File: src/rtl/mem_filler_pkg.sv
// Shared definitions for the dcache line filler: state encoding, beat geometry, line alignment.
package mem_filler_pkg;

    localparam logic [2:0] ST_IDLE  = 3'd0;
    localparam logic [2:0] ST_WB    = 3'd1;
    localparam logic [2:0] ST_WBACK = 3'd2;
    localparam logic [2:0] ST_PROBE = 3'd3;
    localparam logic [2:0] ST_WAIT  = 3'd4;
    localparam logic [2:0] ST_RD    = 3'd5;
    localparam logic [2:0] ST_FILL  = 3'd6;

    typedef struct packed {
        logic [31:0] addr;
        logic        is_pf;
    } line_req_t;

    function automatic int beats_f(input int log2line, input int log2dw);
        return 1 << (log2line - log2dw);
    endfunction

    // $clog2(BEATS)+1, so the counter can hold BEATS itself
    function automatic int cnt_w_f(input int log2line, input int log2dw);
        return log2line - log2dw + 1;
    endfunction

    function automatic logic [31:0] line_align(input logic [31:0] a, input int log2line);
        return a & ~((32'd1 << (log2line - 3)) - 32'd1);
    endfunction

endpackage

File: src/rtl/mem_dcache_filler_if.sv
// DRAM read/write command bus between the line filler (master) and the memory controller (slave).
interface mem_dcache_filler_if #(parameter int DW = 128);
    logic [31:0]   dram_rd_addr;
    logic          dram_rd_en;
    logic          dram_rd_wait;
    logic [DW-1:0] dram_rd_data;
    logic          dram_rd_valid;
    logic [31:0]   dram_wr_addr;
    logic [DW-1:0] dram_wr_data;
    logic          dram_wr_en;
    logic          dram_wr_ack;

    modport master (
        output dram_rd_addr, dram_rd_en,
        input  dram_rd_wait, dram_rd_data, dram_rd_valid,
        output dram_wr_addr, dram_wr_data, dram_wr_en,
        input  dram_wr_ack
    );

    modport slave (
        input  dram_rd_addr, dram_rd_en,
        output dram_rd_wait, dram_rd_data, dram_rd_valid,
        input  dram_wr_addr, dram_wr_data, dram_wr_en,
        output dram_wr_ack
    );
endinterface

File: src/rtl/mem_line_assembler.sv
// Collects in-order DRAM beats into one cache line; beat k lands at line[k*DW +: DW].
module mem_line_assembler #(
    parameter int BEATS = 4,
    parameter int DW    = 128,
    parameter int CW    = 3
) (
    input  logic                mem_clk,
    input  logic                resetn,
    input  logic                clr,
    input  logic                beat_valid,
    input  logic [DW-1:0]       beat_data,
    output logic [BEATS*DW-1:0] line,
    output logic                done
);
    logic [CW-1:0] beat_idx;
    logic          take;

    assign done = (beat_idx == CW'(BEATS));
    assign take = beat_valid && !done;

    always_ff @(posedge mem_clk or negedge resetn) begin
        if (!resetn)   beat_idx <= '0;
        else if (clr)  beat_idx <= '0;
        else if (take) beat_idx <= beat_idx + 1'b1;
    end

    for (genvar k = 0; k < BEATS; k++) begin : g_slot
        logic [DW-1:0] q;
        always_ff @(posedge mem_clk or negedge resetn) begin
            if (!resetn)                             q <= '0;
            else if (clr)                            q <= '0;
            else if (take && beat_idx == CW'(k))     q <= beat_data;
        end
        assign line[k*DW +: DW] = q;
    end
endmodule

File: src/rtl/mem_dcache_filler.sv
// Dcache miss filler and write-back forwarder. Optional next-line prefetch: MEM_FILLER_PREFETCH_EN.
module mem_dcache_filler import mem_filler_pkg::*; #(
    parameter int LOG2CACHELINESIZE = 7,
    parameter int LOG2DRAMWIDTHBITS = 7,
    parameter int FILL_GAP          = 2
) (
    input  logic                                mem_clk,
    input  logic                                resetn,
    input  logic                                req_valid,
    input  logic [31:0]                         req_addr,
    output logic                                req_ready,
    output logic [31:0]                         mem_filladdr,
    output logic [(1<<LOG2CACHELINESIZE)-1:0]   mem_filldata,
    output logic                                mem_fillwe,
    output logic                                mem_fillrddirty,
    input  logic [31:0]                         mem_wbaddr,
    input  logic [(1<<LOG2DRAMWIDTHBITS)-1:0]   mem_wbdata,
    input  logic                                mem_wbwe,
    output logic                                mem_wback,
    mem_dcache_filler_if.master                 dram
);
    localparam int CL         = 1 << LOG2CACHELINESIZE;
    localparam int DW         = 1 << LOG2DRAMWIDTHBITS;
    localparam int BEATS      = beats_f(LOG2CACHELINESIZE, LOG2DRAMWIDTHBITS);
    localparam int CW         = cnt_w_f(LOG2CACHELINESIZE, LOG2DRAMWIDTHBITS);
    localparam int BEAT_BYTES = DW / 8;
    localparam int GW         = $clog2(FILL_GAP) + 1;
    localparam logic [GW-1:0] GAP_LAST = GW'(FILL_GAP - 2);

    logic [2:0]    state;
    logic          run, wb_hold;
    line_req_t     cur;
    logic [31:0]   wb_addr_q;
    logic [DW-1:0] wb_data_q;
    logic [CW-1:0] issued;
    logic [GW-1:0] gap_cnt;
    logic          rd_phase, beat_valid, done;
    logic          idle_live, wb_take, req_take, pf_take, pf_go;
    logic [31:0]   pf_addr;

    assign rd_phase  = (state == ST_WAIT) || (state == ST_RD);
    assign idle_live = run && (state == ST_IDLE);
    assign req_ready = idle_live && !mem_wbwe;
    // first IDLE cycle after an ack skips the stale write-back beat
    assign wb_take   = idle_live && mem_wbwe && !wb_hold;
    assign req_take  = req_ready && req_valid;
    assign pf_take   = req_ready && !req_valid && pf_go;

`ifdef MEM_FILLER_PREFETCH_EN
    logic pf_armed;
    always_ff @(posedge mem_clk or negedge resetn) begin
        if (!resetn) begin
            pf_armed <= 1'b0;
            pf_addr  <= '0;
        end else if (state == ST_FILL && !cur.is_pf) begin
            pf_armed <= 1'b1;
            pf_addr  <= cur.addr + 32'(CL / 8);
        end else if (pf_take) begin
            pf_armed <= 1'b0;
        end
    end
    assign pf_go = pf_armed;
`else
    assign pf_go   = 1'b0;
    assign pf_addr = '0;
`endif

    assign dram.dram_rd_en   = rd_phase && (issued < CW'(BEATS));
    assign dram.dram_rd_addr = cur.addr + 32'(issued) * 32'(BEAT_BYTES);
    assign dram.dram_wr_en   = (state == ST_WB);
    assign dram.dram_wr_addr = wb_addr_q;
    assign dram.dram_wr_data = wb_data_q;
    assign beat_valid        = rd_phase && dram.dram_rd_valid;

    assign mem_filladdr    = cur.addr;
    assign mem_fillrddirty = (state == ST_PROBE);
    assign mem_fillwe      = (state == ST_FILL);
    assign mem_wback       = (state == ST_WBACK);

    mem_line_assembler #(.BEATS(BEATS), .DW(DW), .CW(CW)) u_asm (
        .mem_clk    (mem_clk),
        .resetn     (resetn),
        .clr        (state == ST_PROBE),
        .beat_valid (beat_valid),
        .beat_data  (dram.dram_rd_data),
        .line       (mem_filldata),
        .done       (done)
    );

    always_ff @(posedge mem_clk or negedge resetn) begin
        if (!resetn) begin
            state     <= ST_IDLE;
            run       <= 1'b0;
            wb_hold   <= 1'b0;
            cur       <= '0;
            wb_addr_q <= '0;
            wb_data_q <= '0;
            issued    <= '0;
            gap_cnt   <= '0;
        end else begin
            run     <= 1'b1;
            wb_hold <= (state == ST_WBACK);
            if (dram.dram_rd_en && !dram.dram_rd_wait) issued <= issued + 1'b1;
            case (state)
                ST_IDLE: begin
                    if (wb_take) begin
                        wb_addr_q <= mem_wbaddr;
                        wb_data_q <= mem_wbdata;
                        state     <= ST_WB;
                    end else if (req_take) begin
                        cur   <= '{addr: line_align(req_addr, LOG2CACHELINESIZE), is_pf: 1'b0};
                        state <= ST_PROBE;
                    end else if (pf_take) begin
                        cur   <= '{addr: pf_addr, is_pf: 1'b1};
                        state <= ST_PROBE;
                    end
                end
                ST_WB:    if (dram.dram_wr_ack) state <= ST_WBACK;
                ST_WBACK: state <= ST_IDLE;
                ST_PROBE: begin
                    issued  <= '0;
                    gap_cnt <= '0;
                    state   <= ST_WAIT;
                end
                ST_WAIT: begin
                    gap_cnt <= gap_cnt + 1'b1;
                    if (gap_cnt == GAP_LAST) state <= ST_RD;
                end
                ST_RD:    if (done) state <= ST_FILL;
                ST_FILL:  state <= ST_IDLE;
                default:  state <= ST_IDLE;
            endcase
        end
    end
endmodule
File: src/flat_wrapper.sv
// flat-port wrapper written by rule: the top's interface ports become plain ports
module mem_dcache_filler_flat import mem_filler_pkg::*;
#(
    parameter int LOG2CACHELINESIZE = 7,
    parameter int LOG2DRAMWIDTHBITS = 7,
    parameter int FILL_GAP          = 2
)
  (mem_clk, resetn, req_valid, req_addr, req_ready, mem_filladdr, mem_filldata, mem_fillwe, mem_fillrddirty, mem_wbaddr, mem_wbdata, mem_wbwe, mem_wback, dram_dram_rd_addr, dram_dram_rd_en, dram_dram_rd_wait, dram_dram_rd_data, dram_dram_rd_valid, dram_dram_wr_addr, dram_dram_wr_data, dram_dram_wr_en, dram_dram_wr_ack);
  mem_dcache_filler_if dram_i ();
  input  logic mem_clk;
  input  logic resetn;
  input  logic req_valid;
  input  logic [31:0] req_addr;
  output logic req_ready;
  output logic [31:0] mem_filladdr;
  output logic [(1<<LOG2CACHELINESIZE)-1:0] mem_filldata;
  output logic mem_fillwe;
  output logic mem_fillrddirty;
  input  logic [31:0] mem_wbaddr;
  input  logic [(1<<LOG2DRAMWIDTHBITS)-1:0] mem_wbdata;
  input  logic mem_wbwe;
  output logic mem_wback;
  output wire logic [$bits(dram_i.dram_rd_addr)-1:0] dram_dram_rd_addr;
  output wire logic [$bits(dram_i.dram_rd_en)-1:0] dram_dram_rd_en;
  input wire logic [$bits(dram_i.dram_rd_wait)-1:0] dram_dram_rd_wait;
  input wire logic [$bits(dram_i.dram_rd_data)-1:0] dram_dram_rd_data;
  input wire logic [$bits(dram_i.dram_rd_valid)-1:0] dram_dram_rd_valid;
  output wire logic [$bits(dram_i.dram_wr_addr)-1:0] dram_dram_wr_addr;
  output wire logic [$bits(dram_i.dram_wr_data)-1:0] dram_dram_wr_data;
  output wire logic [$bits(dram_i.dram_wr_en)-1:0] dram_dram_wr_en;
  input wire logic [$bits(dram_i.dram_wr_ack)-1:0] dram_dram_wr_ack;
  assign dram_dram_rd_addr = dram_i.dram_rd_addr;
  assign dram_dram_rd_en = dram_i.dram_rd_en;
  assign dram_i.dram_rd_wait = dram_dram_rd_wait;
  assign dram_i.dram_rd_data = dram_dram_rd_data;
  assign dram_i.dram_rd_valid = dram_dram_rd_valid;
  assign dram_dram_wr_addr = dram_i.dram_wr_addr;
  assign dram_dram_wr_data = dram_i.dram_wr_data;
  assign dram_dram_wr_en = dram_i.dram_wr_en;
  assign dram_i.dram_wr_ack = dram_dram_wr_ack;
  mem_dcache_filler #(.LOG2CACHELINESIZE(LOG2CACHELINESIZE), .LOG2DRAMWIDTHBITS(LOG2DRAMWIDTHBITS), .FILL_GAP(FILL_GAP)) u_core (.mem_clk(mem_clk), .resetn(resetn), .req_valid(req_valid), .req_addr(req_addr), .req_ready(req_ready), .mem_filladdr(mem_filladdr), .mem_filldata(mem_filldata), .mem_fillwe(mem_fillwe), .mem_fillrddirty(mem_fillrddirty), .mem_wbaddr(mem_wbaddr), .mem_wbdata(mem_wbdata), .mem_wbwe(mem_wbwe), .mem_wback(mem_wback), .dram(dram_i));
endmodule
File: config.mk
export PLATFORM = sky130hd
export DESIGN_NAME = mem_dcache_filler_flat
export DESIGN_NICKNAME = d
export VERILOG_FILES = /design/src/rtl/mem_filler_pkg.sv /design/src/rtl/mem_dcache_filler_if.sv /design/src/rtl/mem_line_assembler.sv /design/src/rtl/mem_dcache_filler.sv /design/src/flat_wrapper.sv
export SDC_FILE = /design/constraint.sdc
export NUM_CORES = 1
export LEC_CHECK = 0
export ABC_AREA = 0
export ABC_CLOCK_PERIOD_IN_PS = 2200
export CAP_MARGIN = 40
export CORE_AREA = 4 4 262 264
export CTS_BUF_LIST = sky130_fd_sc_hd__clkbuf_8
export CTS_CLUSTER_DIAMETER = 120
export DETAILED_ROUTE_END_ITERATION = 16
export DIE_AREA = 0 0 266 268
export DONT_BUFFER_PORTS = 1
export SYNTH_ARGS = -nofsm -noshare
export SYNTH_HDL_FRONTEND = slang
export SYNTH_SLANG_ARGS = --single-unit
export TNS_END_PERCENT = 50
File: constraint.sdc
create_clock -name mem_clk -period 2.2 [get_ports mem_clk]
set_clock_uncertainty 0.1 [all_clocks]
set_input_delay 0.44 -clock mem_clk [delete_from_list [all_inputs] [get_ports mem_clk]]
set_output_delay 0.44 -clock mem_clk [all_outputs]
set_load 0.01 [all_outputs]
# ---- After elaboration in Yosys (flattened, before gate mapping)
# Index checks and enable logic that the tools add are counted.
dict set report totals {
  reg_bits 325
  input_bits 327
  out_inout_bits 358
  elab_cells 64
}
dict set report op_classes {
  n_addsub 4
  magnitude_cmp 1
  n_eq_ne 10
  n_mux 13
  n_bitwise 2
  n_reduce_logical 24
}
# cell count
set ops {}
lappend ops {{128-bit 2-to-1 mux} 2}
lappend ops {{32-bit by 5-bit adder with 32-bit output} 1}
lappend ops {{3-bit 2-to-1 mux} 5}
lappend ops {{3-bit one-hot mux with 5 select lines} 1}
lappend ops {{1-bit logical AND} 10}
lappend ops {{3-bit == test (second input constant)} 3}
lappend ops {{2-bit nonzero test} 4}
lappend ops {{3-bit by 2-bit == test with 1-bit output (second input constant)} 2}
lappend ops {{1-bit logical NOT} 4}
lappend ops {{1-bit 2-to-1 mux} 4}
lappend ops {{2-bit != test (second input constant)} 2}
lappend ops {{2-bit one-hot mux with 2 select lines} 1}
lappend ops {{4-bit AND reduction} 1}
lappend ops {{3-bit by 1-bit == test with 1-bit output (second input constant)} 1}
lappend ops {{3-bit logical NOT} 1}
lappend ops {{3-bit by 1-bit != test with 1-bit output (second input constant)} 1}
lappend ops {{3-bit AND reduction} 1}
lappend ops {{1-bit adder (second input constant)} 2}
lappend ops {{2-bit by 1-bit adder with 2-bit output (second input constant)} 1}
lappend ops {{2-bit logical NOT} 1}
lappend ops {{2-bit by 1-bit != test with 1-bit output (second input constant)} 1}
lappend ops {{1-bit NOT} 2}
lappend ops {{2-bit AND reduction} 1}
lappend ops {{1-bit logical OR} 1}
lappend ops {{1-bit less-than comparator (second input constant)} 1}

# ---- Logic depth before layout (Yosys ltp)
dict set report logic_depth {
  ltp_word 7
  mapped_depth 7
}

# ---- Hierarchy
# From an unflattened synthesis, not the netlist that was laid out.
dict set report hier_totals {
  hier_cells 1116
  area_unflattened_um2 14844.2
}
# module n_inst cells_each area_per_inst_um2 seq_area_each_um2
set modules_own_cells {}
lappend modules_own_cells {mem_dcache_filler 1 530 8378.0 4904.7}
lappend modules_own_cells {mem_line_assembler 1 586 6466.2 3228.1}

# ---- Worst setup path after synthesis
# OpenSTA, ideal clock, no wires.
dict set report synth_path {
  path_kind {register to output}
  start {register u_core.cur (netlist bit u_core.mem_filladdr[4])}
  end {output dram_dram_rd_addr[18]}
  t_arrival_ns 1.628
  required_time_ns 1.660
  slack_ns 0.032
  stages_incl_launch_ff 7
  path_buffers 0
  path_cell_list {dfrtp_1 > ha_1 > ha_1 > nand3_1 > nor3_4 > nand4_1 > xnor2_1}
}
dict set report synth_between {
  elab_chain_cells 1
}
# item line_no
set synth_lines {}
lappend synth_lines {{from (decl)} mem_dcache_filler.sv:32} ;# line_req_t cur;
lappend synth_lines {{from (signal assigned)} mem_dcache_filler.sv:111} ;# cur <= '{addr: line_align(req_addr, LOG2CACHELINESIZE), is_pf: 1'b0};
lappend synth_lines {{from (signal assigned)} mem_dcache_filler.sv:114} ;# cur <= '{addr: pf_addr, is_pf: 1'b1};
lappend synth_lines {{32-bit by 5-bit adder with 32-bit output} mem_dcache_filler.sv:69} ;# assign dram.dram_rd_addr = cur.addr + 32'(issued) * 32'(BEAT_BYTES);
lappend synth_lines {{to (decl)} flat_wrapper.sv:23} ;# output wire logic [$bits(dram_i.dram_rd_addr)-1:0] dram_dram_rd_addr;
# Every way passes these cells.

# ---- Worst setup path in the final report
dict set report layout_path {
  start {register u_core.cur (netlist bit u_core.mem_filladdr[4])}
  end {output dram_dram_rd_addr[23]}
}
# Same word-level chain as after synthesis.

==> flow_summary.toml <==
[status]
status = "finished with violations"
violations = "hold timing, setup timing"

[yosys]
synth_mux_area_share_pct = 19.3
ys_warn_count = 0
synthAdderAreaFrac_pct = 0.289
synth_xor_xnor_area_share_pct = 1.76
synth_top_family_by_area = "multiplexers"
avgSynthCellArea_sq_um = 15.9
synthArstFlopShare_pct = 100
netlist_area_sq_um = 13000
ys_seq_area_share_pct = 62.7
ys.flop_type = "dfrtp_1"
synth_edf_count = 0
yosysUniqueCellTypes = 37
synth-simple-area-share_pct = 3.00
yosys_register_bits = 325
synthCells = 815
synth_compound_area_share_pct = 9.22

[setup_path]
crit_chain = "ha_2 > buf_4 > nand4_1 > buf_6 > nor3_4 > nand4_1 > xnor2_2"
cpMostUsedCell = "nand4_1"
startpoint = "u_core.mem_filladdr[4]$_DFFE_PN0P_"
cp_slowest_stage_delay_ns = 0.36
end_kind = "output pin"
reg2reg_from = "u_core.state[1]$_DFFE_PN0P_"
ff2ff_path_depth = 4
critPathMaxFanout = 6
path_buf_inv = 2
arrival_ns = 2.30
start_kind = "flop"
slowest_stage = "dfrtp_1"
r2r-end = "u_core.u_asm.line[72]$_DFFE_PN0P_"
rrSetupSlack_ns = 0.15
crit_type = "flop to output pin"
worstPathRequired_ns = 1.66
path_delay_family = "simple AND/OR/NAND/NOR gates"

[place]
place_inst = 1689
pre_cts_ws_ns = -0.0767
io_buffers = 0
gp_congestion = 0.808
place_area_sq_um = 14100
dp_hpwl_um = 27300

[detailed_routing]
highest_layer = "met5"
wl_met1_um = 14500
vias = 8668
wirelength_um = 40900
viasPerCell = 4.09
route.met3.wl_um = 3500
remaining_drc_errors = 0
wl_met2_um = 21500
drtIter0Drc = 363
wl_per_cell_um = 19.3
dr.pass1.iters = 5
ant_nets = 0

[floorplan]
fp-row-count = 95
die_h_um = 268
die_x_um = 266
initial_utilization_pct = 19.5
die_area_sq_um = 71300
pin_count = 685
coreArea_sq_um = 66600

[pwr]
sw_frac_of_total_pct = 35.8
p_int_mw = 16.9
p_comb_share_pct = 28.5
p_per_area_nw_per_um2 = 1380
leakagePower_nw = 8.72
p_total_mw = 26.3
p_seq_share_pct = 48.7
power.switching_mw = 9.41
ir_drop_mv = 0.699
p_clk_share_pct = 22.7

[cts]
clkTransAtPathRegs_ns = 0.06
clkSinkCount = 325
clk_path_buf_depth = 3
clockRootBuffer = "clkbuf_8"
worstSkewPairLatency_ns = 0.61
cts_tree = "yes"
hold_buffers = 320
h-tree-depth = 2
cts_buffers = 54

[timing]
max_slew.worst_pin.slew_ns = 0.609
final_hold_viol_count = 325
finalSetupViolations = 26
period_share_pct = 129
min_period_ns = 2.84
report.final.slew_viol_count = 0
fmax_ghz = 0.352
holdWs_ns = -0.561
finalWorstSetupSlack_ns = -0.644
rsz0062_at_grt = "true"
relSlewSlack_pct = 59.4
fin_tns_setup_ns = -12.16

[finish]
layout.nets = 1530
fin_cells = 2120
final_area_sq_um = 19000
fin_util_pct = 28.5
drive_gt1_share_pct = 30.5
area.growth.synth_to_final_pct = 46.3

[hold_path]
hp-class = "input pin to async pin"

[global_routing]
grt_pass1_wl_um = 58400
grt-ovfl-total = 0
antenna_found_initial = 6
grt_usage_pct = 10.3
grt_pass1_vias = 9634
grt_start_max_net_pins = 326

[job]
cap_violations = 0
[synth_stat cells, types with 2 or more instances]
cell type  instances  area share (%)
conb_1             2           0.058
mux2_2            80             6.9
a22o_1           128             8.6
buf_4             10            0.58
and2_1             2           0.096
xor2_1             5            0.34
dfrtp_1          325              63
nor2_1            13            0.38
buf_6             23             2.0
xnor2_1           21             1.4
and3_1             5            0.24
o21ai_0            2           0.077
mux2_4           100              12
nor2b_1            4            0.19
buf_2             24            0.93
a21oi_1            8            0.31
nand2_1            8            0.23
nor3_4             2            0.25
inv_1              5            0.14
nand4_1            8            0.39
and4_1             4            0.27
mux2_1             9            0.78
ha_1               3            0.29
nand3_1           11            0.42
[cell families (layout without fill, tap and decap cells)]
logic type                 count (synthesis)  in the layout
and+or+nand+nor                           66             66
other                                      2             12
muxes                                    189            189
DFF                                      325            325
buffers and inverters                     63            485
adders and majority gates                  3              3
AOI/OAI and AO/OA                        141            141
xor gates and xnor gates                  26             26
[power groups by stage]
stage	clock (mW)	sequential [mW]	combinational [mW]
finish	5.97	12.8	7.50
detailed placement	0	12.7	6.58
global route	6.46	13.1	7.99
floorplan	0	11.9	5.05
global placement	0	12.7	6.34
CTS	6.19	12.7	7.33
[state kept, by name, summed over array words and instances, names as in the netlist]
register,flops
u_core.run,1
u_core.wb_hold,1
u_core.mem_filladdr,28
u_core.dram.dram_wr_data,128
u_core.gap_cnt,2
u_core.state,3
u_core.u_asm.line,128
u_core.dram.dram_wr_addr,32
u_core.issued,1
u_core.u_asm.done,1
[routing by layer]
| metal | vias to the layer above | track usage, % |
|---|---|---|
| li1 | 3715 | - |
| met1 | 4374 | 11.1 |
| met2 | 476 | 18.8 |
| met3 | 97 | 3.34 |
| met4 | 6 | 4.37 |
| met5 | - | 0 |
[layout make-up]
class,instances,area (sq um)
flip-flops and latches,325,8140
repair buffers,380,3780
well taps,873,1090
multi-input cells,434,4700
clock buffers,72,991
fillers,6591,47600
diodes,3,7.51
clock inverters,28,259
inverters,5,18.8
[layout by cell type, fill, tap and decap left out, types with 8 or more instances in the layout]
cell and n:
a21oi_1 8, a22o_1 128, buf_12 8, buf_4 46, clkbuf_8 72, clkinv_2 12, conb_1 9, dfrtp_1 322
dlygate4sd3_1 320, inv_1 13, mux2_1 9, mux2_2 80, mux2_4 100, nand2_1 8, nand3_1 8, nand4_1 8
xnor2_2 15
[worst max-delay path by stage]
stage / to / slack [ns] / depth (start not counted)
4_1_cts: dram_dram_rd_addr[23] / -0.70 / 6
3_3_place_gp: dram_dram_rd_addr[22] / -0.008 / 7
5_1_grt: dram_dram_rd_addr[23] / -0.81 / 7
6_report: dram_dram_rd_addr[23] / -0.64 / 7
3_5_place_dp: dram_dram_rd_addr[20] / -0.08 / 7
2_1_floorplan: dram_dram_rd_addr[18] / 0.03 / 6
[repair_timing]
| action | CTS | global route |
|---|---|---|
| setup endpoints to repair | 31 | 33 |
| setup buffers | 3 | 5 |
| cloned | 0 | 0 |
| gates resized for setup | 34 | 22 |
| pin swaps | 7 | 8 |
| hold endpoints to repair | 644 | 325 |
Note: power is estimated with default switching activity, not from simulation.
